==> src/rtl/ram_dump_uart_tx_pkg.sv <==
// Shared definitions for the RAM dump engine: FSM encoding, 8N1 frame constants
// and the default sync header value.
package ram_dump_uart_tx_pkg;

   typedef enum logic [2:0] {
      S_IDLE,
      S_SYNC,
      S_RD_REQ,
      S_RD_WAIT,
      S_SEND,
      S_FIN
   } state_t;

   localparam logic       UART_START        = 1'b0;
   localparam logic       UART_STOP         = 1'b1;
   localparam int         FRAME_BITS        = 10;
   localparam logic [7:0] DEFAULT_SYNC_BYTE = 8'hA5;

endpackage

==> src/rtl/ram_dump_uart_tx_uart.sv <==
// 8N1 UART serialiser. ready rises in the last clock of the stop bit so a load in
// that cycle starts the next frame with no idle gap.
module uart_tx_8n1
   import ram_dump_uart_tx_pkg::*;
#(
   parameter int CLKS_PER_BIT = 434
) (
   input  logic       clk,
   input  logic       reset,
   input  logic       load,
   input  logic [7:0] byte_in,
   output logic       tx,
   output logic       ready
);

   localparam int              CNT_W    = (CLKS_PER_BIT > 1) ? $clog2(CLKS_PER_BIT) : 1;
   localparam logic [CNT_W-1:0] CNT_LAST = CNT_W'(CLKS_PER_BIT - 1);
   localparam logic [3:0]       BIT_LAST = 4'(FRAME_BITS - 1);

   logic             active_q;
   logic [CNT_W-1:0] clk_cnt_q;
   logic [3:0]       bit_idx_q;
   logic [8:0]       shreg_q;
   logic             bit_end;

   assign bit_end = active_q && (clk_cnt_q == CNT_LAST);
   assign ready   = !active_q || (bit_end && (bit_idx_q == BIT_LAST));

   always_ff @(posedge clk or negedge reset) begin
      if (!reset) begin
         active_q  <= 1'b0;
         clk_cnt_q <= '0;
         bit_idx_q <= '0;
         tx        <= UART_STOP;
      end else if (load && ready) begin
         active_q  <= 1'b1;
         clk_cnt_q <= '0;
         bit_idx_q <= '0;
         tx        <= UART_START;
      end else if (bit_end) begin
         clk_cnt_q <= '0;
         if (bit_idx_q == BIT_LAST) begin
            active_q <= 1'b0;
            tx       <= UART_STOP;
         end else begin
            bit_idx_q <= bit_idx_q + 1'b1;
            tx        <= shreg_q[0];
         end
      end else if (active_q) begin
         clk_cnt_q <= clk_cnt_q + 1'b1;
      end
   end

   // Data bits LSB-first, stop bit shifted in behind them.
   always_ff @(posedge clk) begin
      if (load && ready) begin
         shreg_q <= {UART_STOP, byte_in};
      end else if (bit_end) begin
         shreg_q <= {UART_STOP, shreg_q[8:1]};
      end
   end

endmodule

==> src/rtl/ram_dump_uart_tx.sv <==
// RAM readout engine: reads a word region from a synchronous RAM port and streams
// its bytes over an 8N1 UART, with optional sync header, abort and done pulse.
module ram_dump_uart_tx
   import ram_dump_uart_tx_pkg::*;
#(
   parameter int         DATA_W       = 16,
   parameter int         ADDR_W       = 6,
   parameter int         CLKS_PER_BIT = 434,
   parameter int         RAM_LAT      = 1,
   parameter int         MSB_FIRST    = 1,
   parameter int         SYNC_EN      = 0,
   parameter logic [7:0] SYNC_BYTE    = DEFAULT_SYNC_BYTE
) (
   input  logic              clk,
   input  logic              reset,
   input  logic              start,
   input  logic              abort,
   input  logic [ADDR_W-1:0] base_addr,
   input  logic [ADDR_W:0]   word_count,
   output logic              ram_rd_en,
   output logic [ADDR_W-1:0] ram_addr,
   input  logic [DATA_W-1:0] ram_data,
   output logic              uart_tx,
   output logic              busy,
   output logic              done
);

   localparam int              BYTES    = DATA_W / 8;
   localparam int              BI_W     = (BYTES > 1) ? $clog2(BYTES) : 1;
   localparam logic [BI_W-1:0] BI_LAST  = BI_W'(BYTES - 1);
   localparam logic [1:0]      LAT_LAST = 2'(RAM_LAT - 1);

   state_t              state_q, state_d;
   logic [ADDR_W-1:0]   addr_q;
   logic [ADDR_W:0]     words_q;
   logic [DATA_W-1:0]   wsr_q;
   logic [BI_W-1:0]     byte_idx_q;
   logic [1:0]          lat_q;
   logic                tx_ready;
   logic                tx_load;
   logic [7:0]          tx_byte;
   logic [7:0]          cur_byte;
   logic                word_latch;
   logic                send_load;

   assign cur_byte   = (MSB_FIRST != 0) ? wsr_q[DATA_W-1 -: 8] : wsr_q[7:0];
   assign word_latch = (state_q == S_RD_WAIT) && (lat_q == LAT_LAST);
   assign send_load  = tx_load && (state_q == S_SEND);

   assign ram_addr = addr_q;
   assign done     = (state_q == S_FIN);
   assign busy     = (state_q != S_IDLE) && (state_q != S_FIN);

   always_ff @(posedge clk or negedge reset) begin
      if (!reset) begin
         state_q <= S_IDLE;
      end else begin
         state_q <= state_d;
      end
   end

   // In RD_REQ the serialiser is only ready when idle at dump start or once the
   // final stop bit ends, so abort there never cuts a frame short.
   always_comb begin
      state_d   = state_q;
      tx_load   = 1'b0;
      tx_byte   = cur_byte;
      ram_rd_en = 1'b0;
      case (state_q)
         S_IDLE: begin
            if (start) begin
               state_d = (SYNC_EN != 0) ? S_SYNC : S_RD_REQ;
            end
         end
         S_SYNC: begin
            if (tx_ready) begin
               if (abort) begin
                  state_d = S_FIN;
               end else begin
                  tx_load = 1'b1;
                  tx_byte = SYNC_BYTE;
                  state_d = S_RD_REQ;
               end
            end
         end
         S_RD_REQ: begin
            if (tx_ready && ((words_q == '0) || abort)) begin
               state_d = S_FIN;
            end else if (words_q != '0) begin
               ram_rd_en = 1'b1;
               state_d   = S_RD_WAIT;
            end
         end
         S_RD_WAIT: begin
            if (lat_q == LAT_LAST) begin
               state_d = S_SEND;
            end
         end
         S_SEND: begin
            if (tx_ready) begin
               if (abort) begin
                  state_d = S_FIN;
               end else begin
                  tx_load = 1'b1;
                  if (byte_idx_q == BI_LAST) begin
                     state_d = S_RD_REQ;
                  end
               end
            end
         end
         S_FIN: begin
            state_d = S_IDLE;
         end
         default: begin
            state_d = S_IDLE;
         end
      endcase
   end

   always_ff @(posedge clk or negedge reset) begin
      if (!reset) begin
         addr_q     <= '0;
         words_q    <= '0;
         byte_idx_q <= '0;
         lat_q      <= '0;
      end else begin
         if ((state_q == S_IDLE) && start) begin
            addr_q  <= base_addr;
            words_q <= word_count;
         end
         if (ram_rd_en) begin
            addr_q  <= addr_q + 1'b1;
            words_q <= words_q - 1'b1;
            lat_q   <= '0;
         end else if (state_q == S_RD_WAIT) begin
            lat_q <= lat_q + 1'b1;
         end
         if (word_latch) begin
            byte_idx_q <= '0;
         end else if (send_load) begin
            byte_idx_q <= byte_idx_q + 1'b1;
         end
      end
   end

   always_ff @(posedge clk) begin
      if (word_latch) begin
         wsr_q <= ram_data;
      end else if (send_load) begin
         wsr_q <= (MSB_FIRST != 0) ? (wsr_q << 8) : (wsr_q >> 8);
      end
   end

   uart_tx_8n1 #(
      .CLKS_PER_BIT(CLKS_PER_BIT)
   ) u_uart (
      .clk    (clk),
      .reset  (reset),
      .load   (tx_load),
      .byte_in(tx_byte),
      .tx     (uart_tx),
      .ready  (tx_ready)
   );

endmodule

==> config.mk <==
export PLATFORM = sky130hd
export DESIGN_NAME = ram_dump_uart_tx
export DESIGN_NICKNAME = d
export VERILOG_FILES = /design/src/rtl/ram_dump_uart_tx_pkg.sv /design/src/rtl/ram_dump_uart_tx_uart.sv /design/src/rtl/ram_dump_uart_tx.sv
export SDC_FILE = /design/constraint.sdc
export NUM_CORES = 1
export LEC_CHECK = 0
export CORE_ASPECT_RATIO = 1.5
export CORE_MARGIN = 5
export CORE_UTILIZATION = 49
export DETAILED_ROUTE_END_ITERATION = 8
export PLACE_DENSITY = 0.73
export SYNTH_ARGS = -nofsm -noshare
export SYNTH_HDL_FRONTEND = slang
export SYNTH_SLANG_ARGS = --single-unit
==> constraint.sdc <==
create_clock -name clk -period 2.55 [get_ports clk]
set_input_delay 0.255 -clock clk [delete_from_list [all_inputs] [get_ports clk]]
set_output_delay 0.255 -clock clk [all_outputs]
set_load 0.01 [all_outputs]
After elaboration in Yosys (flattened, before gate mapping). Cells that the tools add are included.

Flip-flop bits (word level): 58. Bits of input ports: 33. Logic and storage cells: 101.

Add/subtract/negate cells: 6. Equal/unequal tests: 15. Mux-type cells: 43. Reduce and logical (&&, ||, !) cells: 26.

Operators by type and width (number): 2-to-1 mux 8 bit (5); 2-to-1 mux 16 bit (2); 2-to-1 mux 3 bit (9); 2-to-1 mux 9 bit (3); case mux 3 bit (5 select lines) (1); 2-to-1 mux 1 bit (14); 2-to-1 mux 7 bit (2); 2-to-1 mux 4 bit (3); 2-to-1 mux 6 bit (2); nonzero test 2 bit (5); adder 9 x 1 -> 9 bit, second input constant (1); equality test 9 bit, second input constant (1); != test 3 bit, second input constant (3); logical AND 1 bit (8); != test 2 bit, second input constant (4); zero test 7 bit (1); nonzero test 7 bit (1); subtractor 7 x 1 -> 7 bit, second input constant (1); adder 6 x 1 -> 6 bit, second input constant (1); equality test 3 x 2 -> 1 bit, second input constant (2); equality test 3 bit, second input constant (2); AND reduction 6 bit (1); nonzero test 3 bit (2); adder 4 x 1 -> 4 bit, second input constant (1); 12 further kinds (15).

Depth between registers and ports, before layout. Gate-level depths: netlist of run 1.

Depth in word-level cells: 9. Gate-level depth with buffers: 9. Mapped depth without buffers: 7.

Cells and area by module. Synthesis of run 1 repeated with hierarchy kept, for this count alone.

Cells, all modules: 307. Area, all modules: 3236.9 µm².

By module, submodules not included: ram_dump_uart_tx (instances 1, cells each 196, area an instance 1961.9 µm², sequential area each 955.9 µm²); uart_tx_8n1 (instances 1, cells each 111, area an instance 1275.0 µm², sequential area each 616.8 µm²).

Worst setup path before layout of run 1. No wires, ideal clock.

Path kind: register to register. Start point: register u_uart.bit_idx_q[1]. End point: register u_uart.shreg_q[0], enable pin. Setup time: 302 ps. Data arrival time: 1824 ps. Data required time: 2248 ps. Path slack: 425 ps. Cell stages (with the launch flop): 8. Buffers on the path: 1. Clock period less this slack: 2125 ps. Cell sequence: dfrtp_1 -> inv_1 -> ha_1 -> nand3b_4 -> o31a_2 -> nor4_4 -> or2_1 -> buf_6.

Longest elaborated chain between the ends: 7.

Ends and longest elaborated chain: start: declaration (RTL line ram_dump_uart_tx_uart.sv:22) `logic [3:0] bit_idx_q;`; start signal: assignment (RTL line ram_dump_uart_tx_uart.sv:46) `bit_idx_q <= bit_idx_q + 1'b1;`; equality test 4 bit (*) (RTL line ram_dump_uart_tx_uart.sv:27) `assign ready = !active_q || (bit_end && (bit_idx_q == BIT_LAST));`; logical AND 1 bit (*) (RTL line ram_dump_uart_tx_uart.sv:27); logical OR 1 bit (*) (RTL line ram_dump_uart_tx_uart.sv:27); 2-to-1 mux 1 bit (RTL line ram_dump_uart_tx.sv:100) `if (tx_ready) begin`; 2-to-1 mux 1 bit; logical AND 1 bit (*) (RTL line ram_dump_uart_tx_uart.sv:56) `if (load && ready) begin`; nonzero test 2 bit (no line) (*); end signal: assignment (RTL line ram_dump_uart_tx_uart.sv:57) `shreg_q <= {UART_STOP, byte_in};`; end signal: assignment (RTL line ram_dump_uart_tx_uart.sv:59) `shreg_q <= {UART_STOP, shreg_q[8:1]};`; end: declaration (RTL line ram_dump_uart_tx_uart.sv:23) `logic [8:0] shreg_q;`.

Mark *: on every way between the ends. The rest lies on a longest branch, timed or not. A chain may end at the register's enable or synchronous reset.

Final worst setup path of run 1.
Start point: register u_uart.bit_idx_q[1]. End point: register u_uart.clk_cnt_q[1].

Longest elaborated chain between the ends: 7. Elaborated cells between the ends (all ways): 8. Classes of those cells: eq/ne: 1; mux: 3; reduce/logical: 4.

Ends and longest elaborated chain: equality test 4 bit (*) (RTL line ram_dump_uart_tx_uart.sv:27); logical AND 1 bit (*) (RTL line ram_dump_uart_tx_uart.sv:27); logical OR 1 bit (*) (RTL line ram_dump_uart_tx_uart.sv:27); 2-to-1 mux 1 bit (RTL line ram_dump_uart_tx.sv:100); 2-to-1 mux 1 bit; logical AND 1 bit (*) (RTL line ram_dump_uart_tx_uart.sv:35) `end else if (load && ready) begin`; nonzero test 3 bit (no line) / 2-to-1 mux 9 bit (equally long branches); end signal: assignment (RTL line ram_dump_uart_tx_uart.sv:50) `clk_cnt_q <= clk_cnt_q + 1'b1;`; end: declaration (RTL line ram_dump_uart_tx_uart.sv:21) `logic [CNT_W-1:0] clk_cnt_q;`.

Marked as above.

==> results by group, run 1 <==
Status
  – Status: finished clean

Logic synthesis
  – Syn_nets: between 300 and 400
  – Synth Warn #: 0
  – Synth Cell Area: approximately 3000 um2
  – Most frequent cells after synthesis: 42 x nand2_1, 33 x dfrtp_1, 28 x nor2_1
  – Leading area contributor after synthesis: dfrtp_1
  – Largest cells by area after synthesis: dfrtp_1 28%, edfxtp_1 24%, nand2_1 5.3%
  – Post-synthesis cell count: 272
  – Synth unique cells: 53
  – Synth top area share: 0.276
  – EDFF count, synth: 24
  – Sequential area share after synthesis: 0.525
  – Most frequent cell after synthesis: nand2_1
  – Yosys reg bits: 58
  – Async set-reset flop share out of synthesis: 0.586
  – Syn_area_per_cell: approximately 11 um2
  – Top FF cell, synth: dfrtp_1

Routing
  – First-pass DRT Iterations: 4
  – Overall routed net length: 5.72 mm
  – # DRC: 0
  – Vias: roughly 2200
  – Antenna viol nets, final: 0
  – Drt via density: roughly 5.4
  – Drt initial violations: 135
  – Drt wl/cell: between 10 and 15 um

Place
  – Final HPWL DP: 4.20 mm
  – GP Congestion: 0.801
  – Port buffer count: 42

Floorplanning
  – Initial core utilization: 0.496
  – Die area: around 8000 um2
  – Die H: 106 um
  – CORE AREA: 6040 um2
  – Io pins: 43
  – DIE WIDTH: approximately 74 um
  – Std cell rows: 35

Global route
  – Overflow after GRT: 0
  – Global-route wire length before repair: approximately 10 mm
  – GRT Total Usage: 0.165
  – Initial antenna violation count: 0
  – Largest net degree at the start of global routing: 35
  – Vias in the first global route: about 2200

CTS
  – Max Root-Sink Buffers: 2
  – CTS Hold Bufs: 0
  – Clk slew on worst S/H paths: 0.07 ns
  – H-tree levels: 3
  – CTS tree: built
  – Worst skew pair latency: roughly 0.33 ns
  – Total CTS buffers: 9
  – Clock root buffer: clkbuf_8
  – Clock Sinks: 58

Pwr
  – Pwr dens: approximately 1100 nW/um2
  – Final Power: 0.00398 W
  – Leakage: 1.52 nW
  – Max VDD drop: ~0.68 mV

Worst setup path
  – Crit path arrival time: about 2.5 ns
  – Element type at the critical path end: flip-flop
  – Required time worst endpoint: roughly 2.8 ns
  – Worst Path Max Fanout: 9
  – Critical path startpoint category: flip-flop
  – Setup CP Type: flip-flop to flip-flop

Timing
  – Slew Viols, Final: 0
  – RSZ-0062 raised after global routing: no
  – Slew @ Worst Pin: 0.513 ns
  – Final hold vios: 0
  – Tmin final: around 2.3 ns
  – Slew HR: 0.658
  – Setup TNS: 0 ns
  – # setup viols final: 0
  – Clk_skew: 0.0123 ns
  – Tcrit/Tclk final: 0.887
  – Fmax: ~0.44 GHz

Worst hold path
  – Hold/Removal Path Class: input pin to asynchronous set/reset pin

Cells and area
  – Fin util: 0.614
  – Ratio of cells with drive above 1 in the final layout: 0.140
  – NumNets Final: roughly 360
  – Syn-to-layout area delta: 23.9%
  – Ant diodes: 0

Job
  – Max-Cap Viols: 0
[state kept, by name, summed over array words and instances (netlist names)]
name / cells
u_uart.clk_cnt_q: 9
u_uart.shreg_q: 8
u_uart.tx: 1
wsr_q: 16
state_q: 3
u_uart.bit_idx_q: 4
ram_addr: 6
u_uart.active_q: 1
words_q: 7
lat_q: 2
byte_idx_q: 1
[metrics by stage]
stage / cells / hold slack (ns) / cell area [um2] / worst slack [ns]
floorplan: 272 / -0.0406 / 3000 / 0.425
global placement: 386 / 0.479 / 3510 / 0.372
detailed placement: 386 / 0.478 / 3510 / 0.267
CTS: 402 / 0.332 / 3710 / 0.0247
global route: 402 / 0.366 / 3710 / 0.107
finish: 402 / 0.332 / 3710 / 0.287
[area by class of cell]
type	instances	area, um2
Inverter	10	37.5
Multi-Input combinational cell	193	1320
Sequential cell	58	1570
Clock buffer	13	179
Fill cell	506	2330
Tap cell	74	92.6
Clock inverter	3	21.3
Timing Repair Buffer	51	490
[critical path, cell delays in order, from the launching register on]
cell      delay, ns
dfrtp_1        0.40
inv_1          0.08
ha_1           0.19
nand3b_4       0.12
o31a_2         0.42
nor4_4         0.23
or2_1          0.38
buf_4          0.25
a211oi_1       0.06
[path summary, 6_finish.rpt]
check | depth (start not counted) | startpoint | end | slack, ns
worst max-delay path | 8 | u_uart.bit_idx_q[1] | u_uart.clk_cnt_q[1] | 0.29
worst min-delay path | 2 | reset | u_uart.clk_cnt_q[5] | 0.33
worst max register to register | 8 | u_uart.bit_idx_q[1] | u_uart.clk_cnt_q[1] | 0.29
worst min register to register | 2 | u_uart.shreg_q[0] | u_uart.tx | 0.49
max in group asynchronous | 2 | reset | u_uart.tx | 1.88
min in group clk | 2 | u_uart.shreg_q[0] | u_uart.tx | 0.49
[report_power, final]
part,total (W),switching (W),internal [W],leakage (nW)
combinational,0.00153,0.000769,0.000760,0.804
clock,0.000815,0.000357,0.000459,0.102
sequential,0.00163,0.000292,0.00134,0.618
total,0.00398,0.00142,0.00256,1.52
[per-layer routing]
metal	vias up	wire length, um	global-route usage
met4	0	89	0.0687
met3	8	279	0.0477
met1	1023	2430	0.205
met5	-	0	0
li1	1080	-	-
met2	48	2920	0.263
[what timing repair did]
action,CTS,global route
setup endpoints to repair,0,1
resized for setup,0,1
buffers inserted,0,0
hold endpoints to repair,0,0
[kinds of logic (layout without fill, tap and decap cells)]
| group | Yosys count | after routing | share of synthesized area |
|---|---|---|---|
| adder cells (fa/ha/maj) | 7 | 7 | 0.0292 |
| multiplexers | 5 | 5 | 0.0180 |
| buffers and inverters | 21 | 77 | 0.0351 |
| XOR/XNOR | 16 | 16 | 0.0468 |
| AND/OR/NAND/NOR | 116 | 116 | 0.207 |
| flip-flops | 58 | 58 | 0.525 |
| AO/OA/AOI/OAI | 49 | 49 | 0.139 |
[placed cells by master, fill, tap and decap left out, drive strengths merged, types with 4 or more instances in the layout]
master         Yosys  layout
inv               10      10
xnor2             10      10
ha                 7       7
xor2               6       6
nor2              28      28
o221a              5       5
dfrtp             33      33
nor2b              4       4
nand2             42      42
buf                6       9
and3               8       8
a21oi              6       6
nor3               4       4
o21ai              7       7
nand3              5       5
and2               9       9
clkbuf             5      13
a22o               5       5
clkdlybuf4s50      0      41
edfxtp            24      24
No activity file was read; power rests on OpenSTA's default activity.
==> run 2, diff against run 1 <==
ABC_AREA = 1   (was unset)
DONT_BUFFER_PORTS = 1   (was unset)
PLACE_DENSITY = unset   (was 0.73)
==> run 2 against run 1 <==
  * Non-clock buffer count decreased by 47
  * Final area down 9.5%
  * Die area up 1.6%
  * Synthesized area up 1.8%
  * Final cell count up 8.2%
  * Sequential power down 41%
==> results by group, run 2 <==
Worst hold path
  – Min-delay src: word_count[1]
  – Hold/Removal Path Class: input pin to flip-flop
  – Hold Path Stages: 2

Worst setup path
  – CP dominant cell by count: inv_1
  – Required time worst endpoint: 2.30 ns (-0.45 ns)
  – FF-to-FF path depth: 11 (+3)
  – Worst Path Max Fanout: 25 (+16)
  – Critical Path Sink: ram_rd_en
  – Crit path largest cell delay: 0.40 ns (-0.02 ns)
  – Critical path startpoint category: flip-flop
  – Reg2reg start: u_uart.bit_idx_q[1]
  – Element type at the critical path end: output port
  – CP cell instances: inv_1, ha_1, nand2_1, nor2_1, nand4_1, nand2_2, nand2_4, nand3_4, inv_1
  – Setup CP Type: flip-flop to output port
  – Critical path origin: u_uart.bit_idx_q[1]
  – R2r setup slk: 0.40 ns (+0.11 ns)
  – Worst R2R End: wsr_q[8]
  – CP max stage cell: dfrtp_1
  – Crit path arrival time: 2.03 ns (-0.43 ns)

Pwr
  – Logic pwr share: 0.013 (-0.372)
  – Switching power: 0.000412 W (-71%)
  – Pwr dens: 549 nW/um2 (-49%)
  – Pint: 0.00143 W (-44%)
  – Clock power share: 0.462 (+0.257)
  – Max VDD drop: 0.379 mV (-44%)
  – Leakage: 1.62 nW (+6.2%)
  – Switching part of the total power: 0.223 (-0.133)
  – Reg power frac: 0.524 (+0.114)

Global route
  – Initial antenna violation count: 0 (unchanged)
  – GRT Total Usage: 0.158 (-0.00683)
  – Overflow after GRT: 0 (unchanged)
  – Vias in the first global route: 2185 (+0.32%)
  – Global-route wire length before repair: 9.49 mm (-4.9%)
  – Largest net degree at the start of global routing: 35 (unchanged)

Routing
  – Drt wl/cell: 12.9 um (-9.6%)
  – First-pass DRT Iterations: 4 (unchanged)
  – Vias: 2182 (+1.1%)
  – Drt initial violations: 82 (-39%)
  – Overall routed net length: 5.59 mm (-2.2%)
  – # DRC: 0 (unchanged)
  – Drt via density: 5.02 (-6.6%)
  – Antenna viol nets, final: 0 (unchanged)

Timing
  – Fmax: 0.438 GHz (-0.85%)
  – # setup viols final: 0 (unchanged)
  – Slew HR: 0.543 (-0.115)
  – Clk_skew: 0.00628 ns (-0.00599 ns)
  – Final hold vios: 0 (unchanged)
  – RSZ-0062 raised after global routing: no
  – Tmin final: 2.28 ns (+0.0193 ns)
  – Post-route worst setup slack: 0.268 ns (-0.0193 ns)
  – Slew Viols, Final: 0 (unchanged)
  – Final hold slack: 0.0511 ns (-0.280 ns)
  – Setup TNS: 0 ns (unchanged)
  – Slew @ Worst Pin: 0.684 ns (+0.171 ns)
  – Tcrit/Tclk final: 0.895 (+0.00758)

CTS
  – H-tree levels: 3 (unchanged)
  – Clk slew on worst S/H paths: 0.07 ns (about the same)
  – Worst skew pair latency: 0.34 ns (about the same)
  – Clock root buffer: clkbuf_8
  – Setup bufs post-CTS: 0 (unchanged)
  – CTS tree: built
  – Total CTS buffers: 9 (unchanged)
  – Max Root-Sink Buffers: 2 (unchanged)
  – Clock Sinks: 58 (unchanged)

Cells and area
  – Largest register FFs: 16 (unchanged)
  – Ant diodes: 0 (unchanged)
  – NumNets Final: 396 (+9.1%)
  – Most flop-heavy register: wsr_q
  – Syn-to-layout area delta: 10.1%
  – Design area: 3360 um2 (-9.5%)
  – Commonest non-fill, non-tap cell in the layout: nand2_1
  – Largest regs: wsr_q x16, u_uart.clk_cnt_q x9, u_uart.shreg_q x8
  – Most frequent cells in the layout: 93 x nand2_1, 43 x inv_1, 36 x nor2_1
  – Fin util: 0.552 (-0.0626)
  – Area of the multi-input gates: 1260 um2 (-4.1%)
  – Ratio of cells with drive above 1 in the final layout: 0.141 (+0.00103)
  – Reg area: 1570 um2 (unchanged)
  – FILL cells: 584 (+15%)

Place
  – GP Congestion: 0.784 (-2.2%)
  – Port buffer count: 0 (-100%)
  – Final HPWL DP: 4.04 mm (-3.9%)
  – Post-DP Area: 3130 um2 (-11%)
  – Post-place setup slack: 0.426 ns (+0.160 ns)

Floorplanning
  – CORE AREA: 6090 um2 (+0.72%)
  – Io pins: 43 (unchanged)
  – DIE WIDTH: 74.4 um (+0.76%)
  – Initial core utilization: 0.501 (+0.00507)
  – Die H: 107 um (+0.79%)
  – Std cell rows: 35 (unchanged)
  – Die area: 7930 um2 (+1.6%)

Logic synthesis
  – Synth Cell Area: 3050 um2 (+1.8%)
  – Sequential area share after synthesis: 0.516 (-0.00905)
  – Syn_nets: 384 (+23%)
  – Most frequent cells after synthesis: 93 x nand2_1, 43 x inv_1, 36 x nor2_1
  – Leading area contributor after synthesis: dfrtp_1
  – Top FF cell, synth: dfrtp_1
  – Synth Warn #: 0 (unchanged)
  – Syn_area_per_cell: 8.86 um2 (-20%)
  – Synth unique cells: 35 (-34%)
  – Most frequent cell after synthesis: nand2_1
  – Post-synthesis cell count: 344 (+26%)
  – Largest cells by area after synthesis: dfrtp_1 27%, edfxtp_1 24%, nand2_1 11%
  – Async set-reset flop share out of synthesis: 0.586 (unchanged)
  – Yosys reg bits: 58 (unchanged)
  – EDFF count, synth: 24 (unchanged)
  – Synth top area share: 0.271 (-0.00475)

Job
  – Max-Cap Viols: 0 (unchanged)

Status
  – Status: finished clean
## run 2: cell count changes after synthesis, moves of 6 or more
| cell | previous run | this run |
|---|---|---|
| nor2_1 | 28 | 36 |
| nand2_1 | 42 | 93 |
| and3_1 | 8 | 0 |
| nand3_1 | 5 | 21 |
| o21ai_0 | 7 | 13 |
| and2_1 | 9 | 0 |
| inv_1 | 10 | 43 |
## run 2: power by group through the flow
| stage | clock [W] | combinational [W] | sequential, W |
|---|---|---|---|
| 3_3_place_gp | 0 | 0.00000951 | 0.000985 |
| 3_5_place_dp | 0 | 0.00000953 | 0.000985 |
| 5_1_grt | 0.000916 | 0.0000293 | 0.000965 |
| 2_1_floorplan | 0 | 0.00000817 | 0.000985 |
| 6_report | 0.000851 | 0.0000246 | 0.000966 |
| 4_1_cts | 0.000878 | 0.0000260 | 0.000966 |
## run 2: cell type report
type                            instances  area share
Multi-Input combinational cell        235       0.377
Clock buffer                            9      0.0369
Tap cell                               74      0.0276
Timing Repair Buffer                    4      0.0134
Inverter                               48      0.0540
Sequential cell                        58       0.468
Clock inverter                          7      0.0231
## run 2: worst min path at each step
stage	endpoint	slack, ns
floorplan	byte_idx_q	-0.04
global placement	u_uart.bit_idx_q[3]	-0.04
detailed placement	u_uart.bit_idx_q[2]	-0.04
CTS	words_q[1]	0.03
global route	words_q[1]	0.04
finish	words_q[1]	0.05
## run 2: per-layer routing
layer / up-vias / track usage / routed length, um / part of all wire
met2: 36 / 0.253 / 2790 / 0.50
li1: 1129 / - / - / -
met4: 0 / 0.0802 / 136 / 0.024
met1: 1008 / 0.187 / 2420 / 0.43
met3: 9 / 0.0488 / 246 / 0.044
met5: - / 0 / 0 / 0
## run 2: worst max-delay path, delay by kind of cell, from the launching register on
kind	cells	cell delay [ns]
adder cells (fa/ha/maj)	1	0.14
flip-flops	1	0.40
AND/OR/NAND/NOR	6	0.90
buffers and inverters	2	0.25
## run 2: timing repair
item | CTS | global route
resized for setup | 0 | 0
hold buffers | 2 | 0
hold endpoints to repair | 34 | 0
## run 2: cell families (layout without fill, tap and decap cells)
kind of cell / count (synthesis) / after routing / share of synthesized area
compound gates: 23 / 23 / 0.0410
flops: 58 / 58 / 0.516
buf+inv: 51 / 68 / 0.0693
simple gates: 181 / 181 / 0.269
xor+xnor: 15 / 15 / 0.0431
fa+ha+maj: 7 / 7 / 0.0287
mux: 9 / 9 / 0.0328
## run 2: through the flow
stage	instances	power, W
floorplan	344	0.000993
global placement	417	0.000995
detailed placement	417	0.000995
CTS	435	0.00187
global route	435	0.00191
finish	435	0.00184
==> run 3, diff against run 2 <==
--- a/config.mk
+++ b/config.mk
@@ -7,3 +7,2 @@
 export LEC_CHECK = 0
-export ABC_AREA = 1
 export CORE_ASPECT_RATIO = 1.5
==> constraint.sdc (replaced) <==
create_clock -name clk -period 2.55 [get_ports clk]
set_input_delay 0.3825 -clock clk [delete_from_list [all_inputs] [get_ports clk]]
set_output_delay 0.3825 -clock clk [all_outputs]
set_load 0.01 [all_outputs]
==> run 3 against run 2 <==
  * Global-route usage increased by 0.59 points
  * First-iteration DRC count increased by 23%
  * Fmax decreased by 3.2%
  * Die area decreased by 1.5%
  * Total power increased by 100%
  * Clock skew increased by 0.0029 ns
  * Via count decreased by 8.0%
  * Critical endpoint unchanged
  * Largest cell class unchanged
==> results by group, run 3 (same netlist as run 1, synthesis figures left out) <==
Floorplanning
  – Die area: 7810 um2 (-1.5%)
  – DIE WIDTH: 73.9 um (-0.75%)
  – Std cell rows: 35 (unchanged)
  – Die H: 106 um (-0.79%)
  – CORE AREA: 6040 um2 (-0.72%)
  – Initial core utilization: 0.496 (-0.00507)
  – Io pins: 43 (unchanged)

Routing
  – Overall routed net length: 5.87 mm (+4.9%)
  – Drt initial violations: 101 (+23%)
  – # DRC: 0 (unchanged)
  – First-pass DRT Iterations: 4 (unchanged)
  – Drt via density: 5.61 (+12%)
  – Drt wl/cell: 16.4 um (+27%)
  – Vias: 2007 (-8.0%)
  – Antenna viol nets, final: 0 (unchanged)

Timing
  – Fmax: 0.424 GHz (-3.2%)
  – Tmin final: 2.36 ns (+0.0761 ns)
  – Slew HR: 0.665 (+0.122)
  – Tcrit/Tclk final: 0.925 (+0.0298)
  – # setup viols final: 0 (unchanged)
  – Final hold slack: 0.149 ns (+0.0981 ns)
  – Clk_skew: 0.00918 ns (+0.00290 ns)
  – Setup TNS: 0 ns (unchanged)
  – Slew Viols, Final: 0 (unchanged)
  – RSZ-0062 raised after global routing: no
  – Slew @ Worst Pin: 0.502 ns (-0.182 ns)
  – Final hold vios: 0 (unchanged)

Pwr
  – Pwr dens: 1150 nW/um2 (+110%)
  – Max VDD drop: 0.582 mV (+53%)
  – Leakage: 1.33 nW (-18%)

Place
  – Port buffer count: 0 (unchanged)
  – GP Congestion: 0.798 (+1.9%)
  – Post-DP Area: 3060 um2 (-2.2%)
  – Final HPWL DP: 4.10 mm (+1.5%)

Status
  – Status: finished clean

Job
  – Max-Cap Viols: 0 (unchanged)

CTS
  – Total CTS buffers: 9 (unchanged)
  – Clk slew on worst S/H paths: 0.06 ns (about the same)
  – Clock root buffer: clkbuf_8
  – Worst skew pair latency: 0.34 ns (about the same)
  – H-tree levels: 3 (unchanged)
  – Max Root-Sink Buffers: 2 (unchanged)
  – CTS tree: built
  – Clock Sinks: 58 (unchanged)

Cells and area
  – Largest regs: wsr_q x16, u_uart.clk_cnt_q x9, u_uart.shreg_q x8
  – Ant diodes: 0 (unchanged)
  – Ratio of cells with drive above 1 in the final layout: 0.144 (+0.00309)
  – Most flop-heavy register: wsr_q
  – Syn-to-layout area delta: 9.35%
  – Largest register FFs: 16 (unchanged)
  – NumNets Final: 319 (-19%)
  – Most frequent cells in the layout: 42 x nand2_1, 33 x dfrtp_1, 27 x nor2_1
  – Commonest non-fill, non-tap cell in the layout: nand2_1
  – Design area: 3280 um2 (-2.4%)

Worst hold path
  – Hold/Removal Path Class: input pin to flip-flop

Worst setup path
  – Setup CP Type: flip-flop to output port
  – Critical path startpoint category: flip-flop
  – Crit path arrival time: 1.98 ns (-0.05 ns)
  – Required time worst endpoint: 2.17 ns (-0.13 ns)
  – Worst Path Max Fanout: 9 (-64%)
  – Element type at the critical path end: output port

Global route
  – Initial antenna violation count: 0 (unchanged)
  – Global-route wire length before repair: 9.71 mm (+2.3%)
  – Overflow after GRT: 0 (unchanged)
  – Vias in the first global route: 2004 (-8.3%)
  – Largest net degree at the start of global routing: 35 (unchanged)
  – GRT Total Usage: 0.164 (+0.00589)
run 3: changes by cell type in the layout (fill, tap and decap cells not counted), moves of 6 or more:
| cell | before | now |
|---|---|---|
| nand2_1 | 93 | 42 |
| nor2_1 | 36 | 27 |
| and2_1 | 0 | 9 |
| o21ai_0 | 13 | 7 |
| nand3_1 | 21 | 5 |
| inv_1 | 43 | 10 |
| and3_1 | 0 | 8 |
run 3: final cells by class:
class                      instances  area, um2
fill                             562       2770
inverter                          10       37.5
tap                               74       92.6
multi-input combinational        193       1320
clock buffer                      10        128
clock inverter                     6       57.6
sequential                        58       1570
timing repair buffer               7       67.6
run 3: worst max-delay path, cell delays in order (launching register included):
cell and delay (ns):
dfrtp_1 0.37, inv_1 0.05, ha_1 0.20, nor3b_2 0.18
and3b_1 0.24, a211oi_4 0.34, buf_4 0.25
run 3: metrics by stage:
step                      utilization  setup slack, ns  instances  total power, W
after floorplan                     -            0.425        272         0.00271
after global placement          0.506            0.346        340         0.00294
after detailed placement        0.506            0.273        340         0.00297
after CTS                       0.542            0.121        358         0.00380
after global routing            0.542           0.0253        358         0.00407
final                           0.542            0.192        358         0.00377
run 3: what timing repair did:
item,CTS,global route
endpoints found under the setup margin,0,1
gates resized for setup,0,1
buffers inserted,0,0
hold buffers,2,0
endpoints found under the hold margin,34,0
run 3: final timing paths:
check	from	end	slack, ns	depth (start not counted)
setup / recovery	words_q[1]	ram_rd_en	0.19	6
hold / removal	abort	u_uart.active_q	0.15	1
setup reg to reg	u_uart.bit_idx_q[1]	u_uart.clk_cnt_q[1]	0.31	8
hold reg to reg	u_uart.shreg_q[0]	u_uart.tx	0.50	2
max in group asynchronous	reset	u_uart.tx	1.75	2
min in group asynchronous	reset	ram_addr[5]	0.55	2
run 3: power breakdown:
part / internal (W) / leakage (nW) / switching (W)
combinational: 0.000588 / 0.621 / 0.000670
clock: 0.000443 / 0.0874 / 0.000365
sequential: 0.00134 / 0.618 / 0.000362
total: 0.00237 / 1.33 / 0.00140
run 3: metal layers:
metal	vias to the layer above	wire, um	track usage
met5	-	0	0
met4	0	101	0.0622
met3	9	312	0.0706
met2	40	3020	0.260
met1	969	2430	0.193
li1	989	-	-
